`src/rtl/rf_access_if.sv`:
```
// rf_access_if: command, write-data and read-data streams of rf_access_master.
//
// Handshake rule for all three streams: a beat transfers on a rising clock edge
// where valid and ready are both high. Once a producer raises valid, it holds
// valid and its payload stable until that transfer edge. Ready may change at any
// time and is never a function of valid.
interface rf_access_if #(
  parameter int DW = 64,
  parameter int AW = 8
);
  logic          cmd_valid;
  logic          cmd_ready;
  logic          cmd_write;
  logic [AW-1:0] cmd_addr;
  logic [3:0]    cmd_len;

  logic          wr_valid;
  logic          wr_ready;
  logic [DW-1:0] wr_data;

  logic          rd_valid;
  logic          rd_ready;
  logic [DW-1:0] rd_data;
  logic          rd_last;

  // Command/stream source side (sequencer or bus slave).
  modport master (
    output cmd_valid, cmd_write, cmd_addr, cmd_len,
    input  cmd_ready,
    output wr_valid, wr_data,
    input  wr_ready,
    input  rd_valid, rd_data, rd_last,
    output rd_ready
  );

  // Register-file initiator side.
  modport slave (
    input  cmd_valid, cmd_write, cmd_addr, cmd_len,
    output cmd_ready,
    input  wr_valid, wr_data,
    output wr_ready,
    output rd_valid, rd_data, rd_last,
    input  rd_ready
  );
endinterface

```
`src/rtl/rf_access_master.sv`:
```
// rf_access_master: burst initiator for the FactoCore register file.
// Accepts read/write burst commands and walks sequential register addresses,
// returning read data as a back-pressurable stream and consuming write data
// as a stream.
// Optional feature macro: RFACC_RANGE_CHECK_EN (reject bursts that run past
// register NREG-1 with a done+err pulse and no register file access).
module rf_access_master #(
  parameter int DW   = 64,
  parameter int AW   = 8,
  parameter int NREG = 7
) (
  input  logic          clk,
  input  logic          reset,
  rf_access_if.slave    bus,
  output logic          busy,
  output logic          done,
  output logic          err,
  output logic [AW-1:0] wAddr,
  output logic [DW-1:0] wData,
  output logic          we,
  output logic [AW-1:0] rAddr,
  input  logic [DW-1:0] rData,
  output logic [1:0]    dbg_state
);

  typedef enum logic [1:0] {
    S_IDLE  = 2'd0,
    S_READ  = 2'd1,
    S_WRITE = 2'd2
  } state_t;

  localparam logic [AW:0] LAST_REG = (AW+1)'(NREG - 1);

  state_t        state, state_next;
  logic [AW-1:0] cnt;        // next register address to access
  logic [4:0]    rem;        // beats still to transfer on the register file side
  logic          wr_tail;    // last write beat is committing this cycle
  logic          rd_valid_q;
  logic          rd_last_q;
  logic [DW-1:0] rd_data_q;

  logic cmd_ready_int, wr_ready_int;
  logic cmd_fire, wr_fire, rd_load, rd_end;
  logic over_range, range_bad;

  // Last address of the burst computed without wrap so 0xFF + n is caught.
  assign over_range = ({1'b0, bus.cmd_addr} + (AW+1)'(bus.cmd_len)) > LAST_REG;

`ifdef RFACC_RANGE_CHECK_EN
  assign range_bad = over_range;
`else
  // Without the check, out-of-range bursts wrap through the address space.
  logic unused_range;
  assign unused_range = over_range;
  assign range_bad    = 1'b0;
`endif

  // New commands wait out the commit cycle of a finished write burst so that
  // cmd_ready and done rise together.
  assign cmd_ready_int = (state == S_IDLE) && !reset && !wr_tail;
  assign wr_ready_int  = (state == S_WRITE) && !reset;
  assign cmd_fire      = bus.cmd_valid && cmd_ready_int;
  assign wr_fire       = bus.wr_valid && wr_ready_int;
  assign rd_load       = (state == S_READ) && (rem != 5'd0) && (!rd_valid_q || bus.rd_ready);
  assign rd_end        = (state == S_READ) && rd_valid_q && bus.rd_ready && rd_last_q;

  assign bus.cmd_ready = cmd_ready_int;
  assign bus.wr_ready  = wr_ready_int;
  assign bus.rd_valid  = rd_valid_q;
  assign bus.rd_last   = rd_last_q;
  assign bus.rd_data   = rd_data_q;
  assign busy          = (state != S_IDLE) && !reset;
  assign rAddr         = cnt;
  assign dbg_state     = state;

  // State register.
  always_ff @(posedge clk) begin
    if (reset) state <= S_IDLE;
    else       state <= state_next;
  end

  // Next-state decode: bursts end on consumption of the last read beat or
  // acceptance of the last write beat.
  always_comb begin
    state_next = state;
    case (state)
      S_IDLE:  if (cmd_fire && !range_bad) state_next = bus.cmd_write ? S_WRITE : S_READ;
      S_READ:  if (rd_end) state_next = S_IDLE;
      S_WRITE: if (wr_fire && (rem == 5'd1)) state_next = S_IDLE;
      default: state_next = S_IDLE;
    endcase
  end

  // Datapath: address counter, beat counter, read holding register and
  // registered register-file write port.
  always_ff @(posedge clk) begin
    if (reset) begin
      cnt        <= '0;
      rem        <= '0;
      wr_tail    <= 1'b0;
      rd_valid_q <= 1'b0;
      rd_last_q  <= 1'b0;
      rd_data_q  <= '0;
      we         <= 1'b0;
      wAddr      <= '0;
      wData      <= '0;
      done       <= 1'b0;
      err        <= 1'b0;
    end else begin
      done    <= rd_end || wr_tail || (cmd_fire && range_bad);
      err     <= cmd_fire && range_bad;
      wr_tail <= wr_fire && (rem == 5'd1);
      we      <= wr_fire;

      if (cmd_fire && !range_bad) begin
        cnt <= bus.cmd_addr;
        rem <= {1'b0, bus.cmd_len} + 5'd1;
      end

      if (wr_fire) begin
        wAddr <= cnt;
        wData <= bus.wr_data;
        cnt   <= cnt + AW'(1);
        rem   <= rem - 5'd1;
      end

      if (rd_load) begin
        rd_data_q  <= rData;
        rd_valid_q <= 1'b1;
        rd_last_q  <= (rem == 5'd1);
        cnt        <= cnt + AW'(1);
        rem        <= rem - 5'd1;
      end else if ((state == S_READ) && bus.rd_ready) begin
        rd_valid_q <= 1'b0;
        rd_last_q  <= 1'b0;
      end
    end
  end

endmodule

```
`src/flat_wrapper.sv`:
```
// flat-port wrapper written by rule: the top's interface ports become plain ports
module rf_access_master_flat 
#(
  parameter int DW   = 64,
  parameter int AW   = 8,
  parameter int NREG = 7
)
  (clk, reset, busy, done, err, wAddr, wData, we, rAddr, rData, dbg_state, bus_cmd_valid, bus_cmd_write, bus_cmd_addr, bus_cmd_len, bus_cmd_ready, bus_wr_valid, bus_wr_data, bus_wr_ready, bus_rd_valid, bus_rd_data, bus_rd_last, bus_rd_ready);
  rf_access_if #(.DW(DW), .AW(AW)) bus_i ();
  input  logic clk;
  input  logic reset;
  output logic busy;
  output logic done;
  output logic err;
  output logic [AW-1:0] wAddr;
  output logic [DW-1:0] wData;
  output logic we;
  output logic [AW-1:0] rAddr;
  input  logic [DW-1:0] rData;
  output logic [1:0] dbg_state;
  input wire logic [$bits(bus_i.cmd_valid)-1:0] bus_cmd_valid;
  input wire logic [$bits(bus_i.cmd_write)-1:0] bus_cmd_write;
  input wire logic [$bits(bus_i.cmd_addr)-1:0] bus_cmd_addr;
  input wire logic [$bits(bus_i.cmd_len)-1:0] bus_cmd_len;
  output wire logic [$bits(bus_i.cmd_ready)-1:0] bus_cmd_ready;
  input wire logic [$bits(bus_i.wr_valid)-1:0] bus_wr_valid;
  input wire logic [$bits(bus_i.wr_data)-1:0] bus_wr_data;
  output wire logic [$bits(bus_i.wr_ready)-1:0] bus_wr_ready;
  output wire logic [$bits(bus_i.rd_valid)-1:0] bus_rd_valid;
  output wire logic [$bits(bus_i.rd_data)-1:0] bus_rd_data;
  output wire logic [$bits(bus_i.rd_last)-1:0] bus_rd_last;
  input wire logic [$bits(bus_i.rd_ready)-1:0] bus_rd_ready;
  assign bus_i.cmd_valid = bus_cmd_valid;
  assign bus_i.cmd_write = bus_cmd_write;
  assign bus_i.cmd_addr = bus_cmd_addr;
  assign bus_i.cmd_len = bus_cmd_len;
  assign bus_cmd_ready = bus_i.cmd_ready;
  assign bus_i.wr_valid = bus_wr_valid;
  assign bus_i.wr_data = bus_wr_data;
  assign bus_wr_ready = bus_i.wr_ready;
  assign bus_rd_valid = bus_i.rd_valid;
  assign bus_rd_data = bus_i.rd_data;
  assign bus_rd_last = bus_i.rd_last;
  assign bus_i.rd_ready = bus_rd_ready;
  rf_access_master #(.DW(DW), .AW(AW), .NREG(NREG)) u_core (.clk(clk), .reset(reset), .bus(bus_i), .busy(busy), .done(done), .err(err), .wAddr(wAddr), .wData(wData), .we(we), .rAddr(rAddr), .rData(rData), .dbg_state(dbg_state));
endmodule
```
`config.mk`:
```
export PLATFORM = sky130hd
export DESIGN_NAME = rf_access_master_flat
export DESIGN_NICKNAME = d
export VERILOG_FILES = /design/src/rtl/rf_access_if.sv /design/src/rtl/rf_access_master.sv /design/src/flat_wrapper.sv
export SDC_FILE = /design/constraint.sdc
export NUM_CORES = 1
export LEC_CHECK = 0
export CAP_MARGIN = 5
export CORE_AREA = 4 4 103 144
export CTS_BUF_LIST = sky130_fd_sc_hd__clkbuf_4 sky130_fd_sc_hd__clkbuf_8
export DETAILED_ROUTE_END_ITERATION = 10
export DIE_AREA = 0 0 107 148
export PLACE_DENSITY = 0.92
export SYNTH_ARGS = -nofsm -noshare
export SYNTH_HDL_FRONTEND = slang
export SYNTH_SLANG_ARGS = --single-unit
```
`constraint.sdc`:
```
create_clock -name clk -period 3 [get_ports clk]
set_input_delay 0.6 -clock clk [delete_from_list [all_inputs] [get_ports clk]]
set_output_delay 0.6 -clock clk [all_outputs]
set_load 0.1 [all_outputs]
```
Word-level counts from Yosys, hierarchy flattened
Cells that the tools add are included.

Flip-flop bits (word level): 156. Word-level logic and storage cells: 58. Input bits: 146. Output and inout port bits: 154.

Equal/unequal tests: 6. Reduce and logical (&&, ||, !) cells: 24. Multiplexer cells: 14. Add/subtract/negate cells: 3.

Operators with widths (number): two-way mux 8 bit (3); two-way mux 5 bit (3); logical AND 1 bit (13); adder 8 x 1 -> 8 bit (second input constant) (1); two-way mux 2 bit (4); case mux 2 bit (3 select lines) (1); adder 4 x 1 -> 5 bit (second input constant) (1); == test 5 x 1 -> 1 bit (second input constant) (1); nonzero test 5 bit (1); subtractor 5 x 1 -> 5 bit (second input constant) (1); != test 2 x 1 -> 1 bit (second input constant) (2); nonzero test 2 bit (2); zero test 1 bit (3); two-way mux 1 bit (3); AND reduction 3 bit (1); nonzero test 3 bit (1); == test 2 x 1 -> 1 bit (second input constant) (1); == test 2 bit (second input constant) (1); zero test 2 bit (1); logical OR 1 bit (2); != test 2 bit (second input constant) (1).

Logic depth before layout (Yosys ltp)
Gate-level depths: netlist of the first run.

Depth in word-level cells: 7. Gate-level depth with buffers: 8. Depth with buffers taken out: 6.

Worst setup path before layout of the first run
OpenSTA, ideal clock, no wires.

Path kind: reg2out. From: register u_core.state[1] (netlist: u_core.dbg_state[1]). To: output port bus_wr_ready. Buffers on the path: 1. Data required time: 2.400 ns. Setup slack: -0.972 ns. Data arrival time: 3.372 ns. Cell stages (with the launch flop): 3. Cells stage by stage: dfxtp_1 buf_6 nor3b_1.

Word-level cells in the longest chain between the ends: 2.

RTL lines: from (decl) (line rf_access_master.sv:34) `state_t state, state_next;`; from (signal assigned) (line rf_access_master.sv:79) `else state <= state_next;`; == test 2 bit (line rf_access_master.sv:61) `assign wr_ready_int = (state == S_WRITE) && !reset;`; logical AND 1 bit (line rf_access_master.sv:61); to (decl) (line flat_wrapper.sv:28) `output wire logic [$bits(bus_i.wr_ready)-1:0] bus_wr_ready;`.

Every way passes these cells.

Worst setup path after layout of the first run
From: register u_core.rem[0]. To: register u_core.cnt[4] (netlist: u_core.rAddr[4]).

Word-level cells in the longest chain between the ends: 4. Elaborated cells on any way between the ends: 5. Those cells by class: 1 x mux; 4 x reduce/logical.

RTL lines: from (decl) (line rf_access_master.sv:36) `logic [4:0] rem;`; from (signal assigned) (line rf_access_master.sv:117) `rem <= {1'b0, bus.cmd_len} + 5'd1;`; from (signal assigned) (line rf_access_master.sv:124) `rem <= rem - 5'd1;`; from (signal assigned) (line rf_access_master.sv:132) `rem <= rem - 5'd1;`; nonzero test 5 bit (*) (line rf_access_master.sv:64) `assign rd_load = (state == S_READ) && (rem != 5'd0) && (!rd_valid_q || bus.rd_ready);`; logical AND 1 bit (*) (2 in series) (line rf_access_master.sv:64); nonzero test 3 bit (no source line) or two-way mux 8 bit (tied branches); to (signal assigned) (line rf_access_master.sv:116) `cnt <= bus.cmd_addr;`; to (signal assigned) (line rf_access_master.sv:123) `cnt <= cnt + AW'(1);`; to (signal assigned) (line rf_access_master.sv:131) `cnt <= cnt + AW'(1);`; to (decl) (line rf_access_master.sv:35) `logic [AW-1:0] cnt;`.

Every way passes the cells marked *; elsewhere a longest branch is shown, timed or not. A chain may end at the register's enable or synchronous reset.

==> results of run 1 <==
stage by stage:
step	cells	utilization [%]	cell area, um^2	worst slack, ns	power, mW
after global placement	1170	65.3	8750	0.400	3.24
after CTS	1202	68.2	9130	0.643	4.78
after global routing	1203	68.2	9130	0.456	4.93
after detailed placement	1170	65.3	8750	0.348	3.26
final	1203	68.2	9130	0.655	4.73
after floorplan	733	-	6040	0.00648	2.89
sequential cells by signal, indices dropped and copies added, names as in the netlist:
signal	cells
u_core.done	1
u_core.wr_tail	1
u_core.wAddr	8
u_core.we	1
u_core.rAddr	8
u_core.bus.rd_valid	1
u_core.wData	64
u_core.rem	5
u_core.bus.rd_last	1
u_core.bus.rd_data	64
u_core.dbg_state	2
power by group:
part	internal [mW]	switching (mW)
registers	2.14	0.0569
clock network	0.694	0.836
logic	0.344	0.667
total	3.17	1.56
worst paths after layout:
| check | startpoint | to | depth (start not counted) |
|---|---|---|---|
| setup reg to reg | u_core.rem[0]$_SDFFE_PP0P_ | u_core.rAddr[4]$_SDFFE_PP0P_ | 7 |
| setup / recovery | u_core.rem[0]$_SDFFE_PP0P_ | u_core.rAddr[4]$_SDFFE_PP0P_ | 7 |
| hold / removal | u_core.bus.rd_data[13]$_SDFFE_PP0P_ | u_core.bus.rd_data[13]$_SDFFE_PP0P_ | 2 |
| hold reg to reg | u_core.bus.rd_data[13]$_SDFFE_PP0P_ | u_core.bus.rd_data[13]$_SDFFE_PP0P_ | 2 |
area by class of cell:
class	count	area, um^2	area share (%)
Sequential cell	156	3120	34.2
Clock inverter	13	133	1.45
Timing Repair Buffer	309	2740	30.0
Clock buffer	19	249	2.73
Multi-Input combinational cell	519	2640	28.9
Tap cell	182	228	2.49
Inverter	4	16.3	0.178
Antenna cell	1	2.50	0.0274
cell families (layout without fill, tap and decap cells):
group | count (synthesis) | in the layout | synth area share [%]
flip-flops | 156 | 156 | 51.8
AND/OR/NAND/NOR | 336 | 336 | 26.0
other | 1 | 2 | 0.0622
buffers and inverters | 58 | 345 | 4.76
adder cells (fa/ha/maj) | 5 | 5 | 1.04
AO/OA/AOI/OAI | 175 | 175 | 16.0
XOR/XNOR | 2 | 2 | 0.291
tightest hold or removal path, cell delays in order, from the launching register on:
cell and delay [ns]:
dfxtp_1 0.32, nand2_1 0.05, a21oi_1 0.05
layout by cell type, fill, tap and decap left out, types with 4 or more instances in the layout:
cell type        Yosys  layout
a31oi_1              4       4
inv_6                0       4
a21oi_1             72      72
nor2_1              12      11
o311ai_0             7       7
ha_1                 5       5
buf_12               0       5
clkinvlp_4           0       4
buf_4                6     160
nand2_1            211     211
clkdlybuf4s50_1      0     144
dfxtp_1            156     156
nand2b_1            79      79
clkbuf_8             0      17
o21ai_0             79      79
nand3_1              8       8
per-layer routing:
metal | track usage [%] | share of wire, %
met1 | 23.7 | 37
met2 | 40.0 | 50
met3 | 8.74 | 10
met4 | 9.09 | 2.8
met5 | 0 | 0.15
==> results.sh, run 1 <==
export IMPL_slowest_stage="o31ai_2"
export IMPL_synth_area_leaders="dfxtp_1, nand2_1, nand2b_1"
export IMPL_path_cells="inv_1 > ha_1 > nor4b_2 > o31ai_2 > buf_4 > o21ai_0 > o311ai_0"
export IMPL_cts_buffers=17
export IMPL_crit_type="register to register"
export IMPL_clk_pin_slew_worst_paths_ns=0.09
export IMPL_worstMarginPinSlew_ns=1.04
export IMPL_post_cts_buffers=0
export IMPL_die_area_mm2=0.0158
export IMPL_cp_max_fo=15
export IMPL_synthCells=733
export IMPL_root_buffer="clkbuf_8"
export IMPL_yosysSeqAreaShare_pct=51.8
export IMPL_drc=0
export IMPL_io_pins=300
export IMPL_slew_headroom_pct=30.1
export IMPL_num_vias=5943
export IMPL_finalCritPeriodShare_pct=78.2
export IMPL_cp_arrival_ns=2.66
export IMPL_synth_main_ff_cell="dfxtp_1"
export IMPL_ys_seq_elements=156
export IMPL_cts_tree="done"
export IMPL_fin_crit_ns=2.35
export IMPL_skew_ns=0.0121
export IMPL_h_tree_depth=4
export IMPL_clk_latency_ns=0.44
export IMPL_synth_cell_types=44
export IMPL_rows=50
export IMPL_whs_ns=0.457
export IMPL_fillCellCount=1100
export IMPL_yosysTopAreaCellShare_pct=51.8
export IMPL_yosysTopAreaCell="dfxtp_1"
export IMPL_gp_congestion=0.766
export IMPL_status="finished, final reports clean"
export IMPL_powerDensity_mw_per_mm2=518
export IMPL_post_cts_resized=0
export IMPL_finalSetupViolCount=0
export IMPL_area_growth_pct=51.6
export IMPL_wl_mm=18.4
export IMPL_hold_class="register to register"
export IMPL_drtPass1Iterations=4
export IMPL_synth_area_per_cell_um2=8.22
export IMPL_hold_viol=0
export IMPL_core_region_area_mm2=0.0134
export IMPL_worst_ep_required_time_ns=3.31
export IMPL_grt_pass1_vias=5868
export IMPL_die_w_um=107
export IMPL_syn_nets=884
export IMPL_clock_path_buffers=2
export IMPL_grt_usage_pct=22.6
export IMPL_cp_buffers_inverters=2
export IMPL_synthArstFlopShare_pct=0
export IMPL_synth_warnings=0
export IMPL_path_delay_family="compound AO/OA/AOI/OAI gates"
export IMPL_grt_overflow=0
export IMPL_first_iter_violations=178
export IMPL_grt_antenna_before_repair=3
export IMPL_synthTopCellsByCount="nand2_1, dfxtp_1, nand2b_1, o21ai_0, a21oi_1"
export IMPL_die_h_um=148
export IMPL_tns_ns=0
export IMPL_leakage_nw=3.54
export IMPL_drive_gt1_share_pct=20.6
export IMPL_postCtsHoldBufs=0
export IMPL_r2r_slack_ns=0.65
export IMPL_endpoint_kind="register"
export IMPL_cts_sinks=156
export IMPL_report_final_slew_viol_count=0
export IMPL_ant_nets=0
export IMPL_synth_edf_count=0
export IMPL_hpwl_mm=13.6
export IMPL_cap_violations=0
export IMPL_drt_vias_per_instance=4.94
export IMPL_portBuffers=298
export IMPL_max_stage_delay_ns=0.84
export IMPL_grt_start_max_net_pins=146
export IMPL_ir_worst_vdd_v=0.000331
export IMPL_netlist_area_mm2=0.00602
export IMPL_yosysMostFrequentCell="nand2_1"
export IMPL_grt_pass1_wl_mm=28.6
export IMPL_worstSetupStartpointType="register"
export IMPL_fmax_mhz=426
export IMPL_nets=1158
export IMPL_initial_core_util_pct=45.0
export IMPL_avgRoutedWirePerCell_um=15.3
export IMPL_rsz0062_at_grt="false"
Note: power is estimated with default switching activity, not from simulation.
==> run 2, diff against run 1 <==
--- a/config.mk
+++ b/config.mk
@@ -6,11 +6,11 @@
 export NUM_CORES = 1
 export LEC_CHECK = 0
 export CAP_MARGIN = 5
-export CORE_AREA = 4 4 103 144
+export CORE_AREA = 4 4 112 156
 export CTS_BUF_LIST = sky130_fd_sc_hd__clkbuf_4 sky130_fd_sc_hd__clkbuf_8
 export DETAILED_ROUTE_END_ITERATION = 10
-export DIE_AREA = 0 0 107 148
-export PLACE_DENSITY = 0.92
+export DIE_AREA = 0 0 116 160
+export PLACE_DENSITY = 0.83
 export SYNTH_ARGS = -nofsm -noshare
 export SYNTH_HDL_FRONTEND = slang
 export SYNTH_SLANG_ARGS = --single-unit
==> constraint.sdc (replaced) <==
create_clock -name clk -period 2 [get_ports clk]
set_input_delay 0.4 -clock clk [delete_from_list [all_inputs] [get_ports clk]]
set_output_delay 0.4 -clock clk [all_outputs]
set_load 0.1 [all_outputs]
==> run 2 against run 1 <==
  * Worst hold slack worse by 0.22 ns
  * Count of clock-buffer cells in the layout is 1 higher
  * Final area up 3.3%
  * Clock power increased by 73%
  * Die area grew 17%
  * Total power is 59% higher
  * Global-route usage fell by 3.8 points
  * Final cell count up 2.1%
  * Via count decreased by 0.59%
  * Non-clock buffer count rose by 9
  * Sequential cell count did not move
  * Critical path depth down 4
  * Critical endpoint is now bus_cmd_ready
==> results.sh, run 2 (synthesized netlist as in run 1, its figures left out) <==
export IMPL_grt_start_max_net_pins=55
export IMPL_portBuffers=298
export IMPL_crit_type="register to output port"
export IMPL_hold_class="primary input to register"
export IMPL_grt_usage_pct=18.7
export IMPL_crit_start="u_core.dbg_state[0]$_SDFFE_PP0P_"
export IMPL_root_buffer="clkbuf_8"
export IMPL_grt_pass1_vias=5667
export IMPL_initial_core_util_pct=37.4
export IMPL_report_final_slew_viol_count=0
export IMPL_cp_buffers_inverters=2
export IMPL_cts_buffers=17
export IMPL_drt_vias_per_instance=4.81
export IMPL_num_vias=5908
export IMPL_postCtsHoldBufs=0
export IMPL_fmax_mhz=532
export IMPL_final_common_cell="nand2_1"
export IMPL_cp_max_fo=9
export IMPL_grt_busiest_layer="met2"
export IMPL_ant_nets=0
export IMPL_avgRoutedWirePerCell_um=14.8
export IMPL_skew_ns=0.0128
export IMPL_first_iter_violations=236
export IMPL_sw_frac_of_total_pct=30.7
export IMPL_hpwl_mm=13.6
export IMPL_gr_usage_met2_pct=33.0
export IMPL_met1_usage_pct=20.3
export IMPL_grt_antenna_before_repair=0
export IMPL_clk_pin_slew_worst_paths_ns=0.08
export IMPL_status="finished, final reports clean"
export IMPL_post_cts_buffers=0
export IMPL_area_growth_pct=56.5
export IMPL_switchingPower_mw=2.31
export IMPL_drtPass1Iterations=4
export IMPL_clockPowerShare_pct=35.2
export IMPL_nets=1167
export IMPL_cts_sinks=156
export IMPL_path_cells="nor4_4 > buf_4 > buf_12"
export IMPL_place_area_mm2=0.00897
export IMPL_worstSetupStartpointType="register"
export IMPL_rows=55
export IMPL_path_delay_family="flip-flops"
export IMPL_endpoint_kind="output port"
export IMPL_finalCritPeriodShare_pct=93.9
export IMPL_io_pins=300
export IMPL_cp_arrival_ns=1.48
export IMPL_cap_violations=0
export IMPL_die_area_mm2=0.0186
export IMPL_grt_overflow=0
export IMPL_wl_mm=18.2
export IMPL_fin_area_mm2=0.00943
export IMPL_p_comb_share_pct=20.8
export IMPL_leakage_nw=3.67
export IMPL_drc=0
export IMPL_die_h_um=160
export IMPL_grt_pass1_wl_mm=27.9
export IMPL_final_cell_mix="nand2_1, buf_4, dfxtp_1, clkdlybuf4s50_1"
export IMPL_n_antenna_cell=0
export IMPL_power_frac_seq_pct=43.9
export IMPL_fin_ws_ns=0.122
export IMPL_grt_use_met3_pct=6.79
export IMPL_ir_worst_vdd_v=0.000506
export IMPL_cts_tree="done"
export IMPL_post_route_util_pct=58.6
export IMPL_drive_gt1_share_pct=21.7
export IMPL_fin_crit_ns=1.88
export IMPL_p_int_mw=5.21
export IMPL_worst_ep_required_time_ns=1.60
export IMPL_finalSetupViolCount=0
export IMPL_h_tree_depth=4
export IMPL_r2r_start="u_core.rem[0]$_SDFFE_PP0P_"
export IMPL_min_from="reset"
export IMPL_clock_path_buffers=2
export IMPL_post_cts_resized=0
export IMPL_preCtsSetupSlack_ns=-0.0263
export IMPL_core_region_area_mm2=0.0161
export IMPL_rsz0062_at_grt="false"
export IMPL_die_w_um=116
export IMPL_powerDensity_mw_per_mm2=797
export IMPL_max_stage_delay_ns=0.41
export IMPL_slowest_stage="dfxtp_4"
export IMPL_clk_latency_ns=0.44
export IMPL_hold_viol=0
export IMPL_gp_congestion=0.796
## run 2: changes by cell type in the layout (fill, tap and decap cells not counted), moves of 2 or more
| cell | previous run | this run |
|---|---|---|
| o311ai_0 | 7 | 5 |
| dfxtp_4 | 0 | 2 |
| buf_12 | 5 | 15 |
| o311ai_1 | 0 | 2 |
| clkinvlp_4 | 4 | 2 |
| bufinv_16 | 1 | 4 |
| dfxtp_1 | 156 | 153 |
| inv_6 | 4 | 2 |
## run 2: per-stage QoR
stage          hold WS (ns)  cells  power [mW]  setup TNS, ns
6_report              0.237   1228        7.52              0
5_1_grt               0.218   1228        7.81              0
4_1_cts               0.205   1228        7.60              0
3_5_place_dp          0.447   1196        4.94         -0.555
3_3_place_gp          0.441   1196        4.92              0
2_1_floorplan         0.474    733        4.34          -8.33
## run 2: worst paths after layout
check	slack [ns]	endpoint	cells past startpoint
setup / recovery	0.12	bus_cmd_ready	3
hold / removal	0.24	u_core.done$_SDFF_PP0_	2
setup reg to reg	0.19	u_core.bus.rd_data[0]$_SDFFE_PP0P_	7
hold reg to reg	0.46	u_core.bus.rd_data[61]$_SDFFE_PP0P_	2
## run 2: cell type report
cell class / count / area, um^2
Fill cell: 1425 / 6670
Sequential cell: 156 / 3130
Timing Repair Buffer: 318 / 2940
Multi-Input combinational cell: 519 / 2650
Clock buffer: 20 / 263
Tap cell: 199 / 249
Clock inverter: 12 / 186
Inverter: 4 / 16.3
## run 2: routing by layer
metal | wire (um) | up-vias
met3 | 1670 | 20
met4 | 316 | 0
met1 | 6910 | 2685
li1 | - | 2977
met5 | 0 | -
met2 | 9260 | 226
## run 2: power groups by stage
stage          registers, mW  logic [mW]  clock network (mW)
6_report                3.30        1.57                2.65
5_1_grt                 3.32        1.64                2.85
4_1_cts                 3.30        1.57                2.72
3_5_place_dp            3.37        1.56                   0
3_3_place_gp            3.37        1.55                   0
2_1_floorplan           3.99       0.358                   0
==> run 3, diff against run 2 <==
--- a/config.mk
+++ b/config.mk
@@ -11,6 +11,7 @@
 export DETAILED_ROUTE_END_ITERATION = 10
 export DIE_AREA = 0 0 116 160
 export PLACE_DENSITY = 0.83
+export REMOVE_ABC_BUFFERS = 1
 export SYNTH_ARGS = -nofsm -noshare
 export SYNTH_HDL_FRONTEND = slang
 export SYNTH_SLANG_ARGS = --single-unit
==> run 3 against run 2 <==
  * Clock power decreased by 3%
  * Die area unchanged
  * Critical path depth unchanged
  * Worst hold slack improved by 0.016 ns
==> results.sh, run 3 (synthesized netlist as in run 1, its figures left out) <==
export IMPL_status="finished, final reports clean"
export IMPL_grt_start_max_net_pins=100
export IMPL_clockPowerShare_pct=34.5
export IMPL_clock_path_buffers=2
export IMPL_cts_tree="done"
export IMPL_grt_busiest_layer="met2"
export IMPL_fillCellCount=1443
export IMPL_fmax_mhz=531
export IMPL_path_cells="buf_4 > nor3b_2 > buf_12"
export IMPL_hpwl_mm=13.8
export IMPL_die_h_um=160
export IMPL_die_area_mm2=0.0186
export IMPL_grt_usage_pct=19.4
export IMPL_multiInputGateArea_mm2=0.00263
export IMPL_cts_sinks=156
export IMPL_dp_cells=1199
export IMPL_h_tree_depth=4
export IMPL_grt_use_met3_pct=6.10
export IMPL_final_cell_mix="nand2_1, buf_4, dfxtp_1, clkdlybuf4s50_1"
export IMPL_drt_vias_per_instance=4.81
export IMPL_place_area_mm2=0.00902
export IMPL_path_delay_family="buffers and inverters"
export IMPL_rows=55
export IMPL_max_stage_delay_ns=0.39
export IMPL_area_growth_pct=56.8
export IMPL_cp_buffers_inverters=2
export IMPL_crit_type="register to output port"
export IMPL_fin_area_mm2=0.00945
export IMPL_hold_viol=0
export IMPL_cts_buffers=17
export IMPL_first_iter_violations=359
export IMPL_grt_pass1_wl_mm=28.7
export IMPL_slowest_stage="dfxtp_1"
export IMPL_rsz0062_at_grt="false"
export IMPL_ant_nets=0
export IMPL_postCtsHoldBufs=0
export IMPL_worst_ep_required_time_ns=1.60
export IMPL_n_antenna_cell=0
export IMPL_drc=0
export IMPL_core_region_area_mm2=0.0161
export IMPL_report_final_slew_viol_count=0
export IMPL_leakage_nw=3.67
export IMPL_ff_latch_area_mm2=0.00312
export IMPL_avgRoutedWirePerCell_um=15.2
export IMPL_gr_usage_met2_pct=34.8
export IMPL_p_int_mw=5.14
export IMPL_cap_violations=0
export IMPL_portBuffers=298
export IMPL_cp_max_fo=7
export IMPL_wl_mm=18.7
export IMPL_endpoint_kind="output port"
export IMPL_io_pins=300
export IMPL_num_vias=5908
export IMPL_root_buffer="clkbuf_8"
export IMPL_clk_latency_ns=0.44
export IMPL_met1_usage_pct=20.7
export IMPL_ir_worst_vdd_v=0.000563
export IMPL_preCtsSetupSlack_ns=-0.0150
export IMPL_final_cells=1229
export IMPL_initial_core_util_pct=37.4
export IMPL_grt_pass1_vias=5703
export IMPL_p_comb_share_pct=21.3
export IMPL_worstSetupStartpointType="register"
export IMPL_drive_gt1_share_pct=21.4
export IMPL_grt_antenna_before_repair=0
export IMPL_drtPass1Iterations=4
export IMPL_die_w_um=116
export IMPL_finalSetupViolCount=0
export IMPL_switchingPower_mw=2.30
export IMPL_finalCritPeriodShare_pct=94.1
export IMPL_clk_pin_slew_worst_paths_ns=0.09
export IMPL_fin_crit_ns=1.88
export IMPL_sw_frac_of_total_pct=30.9
export IMPL_grt_overflow=0
export IMPL_final_common_cell="nand2_1"
export IMPL_post_cts_resized=1
export IMPL_powerDensity_mw_per_mm2=788
export IMPL_nets=1170
export IMPL_gp_congestion=0.795
export IMPL_power_frac_seq_pct=44.2
export IMPL_post_cts_buffers=0
export IMPL_hold_class="primary input to register"
export IMPL_fin_ws_ns=0.118
export IMPL_cp_arrival_ns=1.48
export IMPL_skew_ns=0.0146
-- run 3: changes by cell type in the layout (fill, tap and decap cells not counted), moves of 2 or more --
cell / previous run / this run
buf_12: 15 / 19
clkbuf_4: 2 / 0
dfxtp_1: 153 / 155
dfxtp_4: 2 / 0
inv_6: 2 / 4
o311ai_0: 5 / 7
o311ai_1: 2 / 0
-- run 3: metrics by stage --
step	utilization (%)	hold WS (ns)	total power, mW	setup TNS (ns)
3_3_place_gp	56.0	0.441	4.94	0
4_1_cts	58.7	0.225	7.54	0
5_1_grt	58.7	0.220	7.76	0
3_5_place_dp	56.0	0.447	4.95	-0.0288
6_report	58.7	0.252	7.45	0
2_1_floorplan	-	0.457	4.28	-340.49
-- run 3: power groups by stage --
stage	logic (mW)	clock network (mW)	registers, mW
2_1_floorplan	0.291	0	3.99
3_3_place_gp	1.58	0	3.36
3_5_place_dp	1.59	0	3.37
4_1_cts	1.59	2.65	3.29
5_1_grt	1.66	2.79	3.31
6_report	1.58	2.57	3.29
-- run 3: routing by layer --
layer / wire [um] / vias to the layer above
li1: - / 2989
met1: 6940 / 2679
met2: 9840 / 206
met3: 1390 / 34
met4: 541 / 0
met5: 0 / -
-- run 3: worst paths after layout --
| check | endpoint | from | cells after the start | slack (ns) |
|---|---|---|---|---|
| worst min register to register | u_core.bus.rd_data[62]$_SDFFE_PP0P_ | u_core.bus.rd_data[62]$_SDFFE_PP0P_ | 2 | 0.46 |
| worst min-delay path | u_core.bus.rd_data[32]$_SDFFE_PP0P_ | reset | 2 | 0.25 |
| worst max-delay path | bus_wr_ready | u_core.dbg_state[1]$_SDFFE_PP0P_ | 3 | 0.12 |
| worst max register to register | u_core.rAddr[2]$_SDFFE_PP0P_ | u_core.rem[0]$_SDFFE_PP0P_ | 7 | 0.19 |
-- run 3: worst register-to-register path, stage by stage, from the launching register on --
cell      delay (ns)
dfxtp_1         0.31
inv_1           0.10
ha_1            0.15
nor4b_2         0.38
o31ai_2         0.09
buf_4           0.21
or3_1           0.36
o311ai_0        0.10
-- run 3: cell type report --
cell class | count | area share [%]
Multi-Input combinational cell | 519 | 27.8
Clock inverter | 13 | 2.01
Sequential cell | 156 | 33.1
Tap cell | 199 | 2.64
Clock buffer | 17 | 2.48
Timing Repair Buffer | 321 | 31.8
Inverter | 4 | 0.172
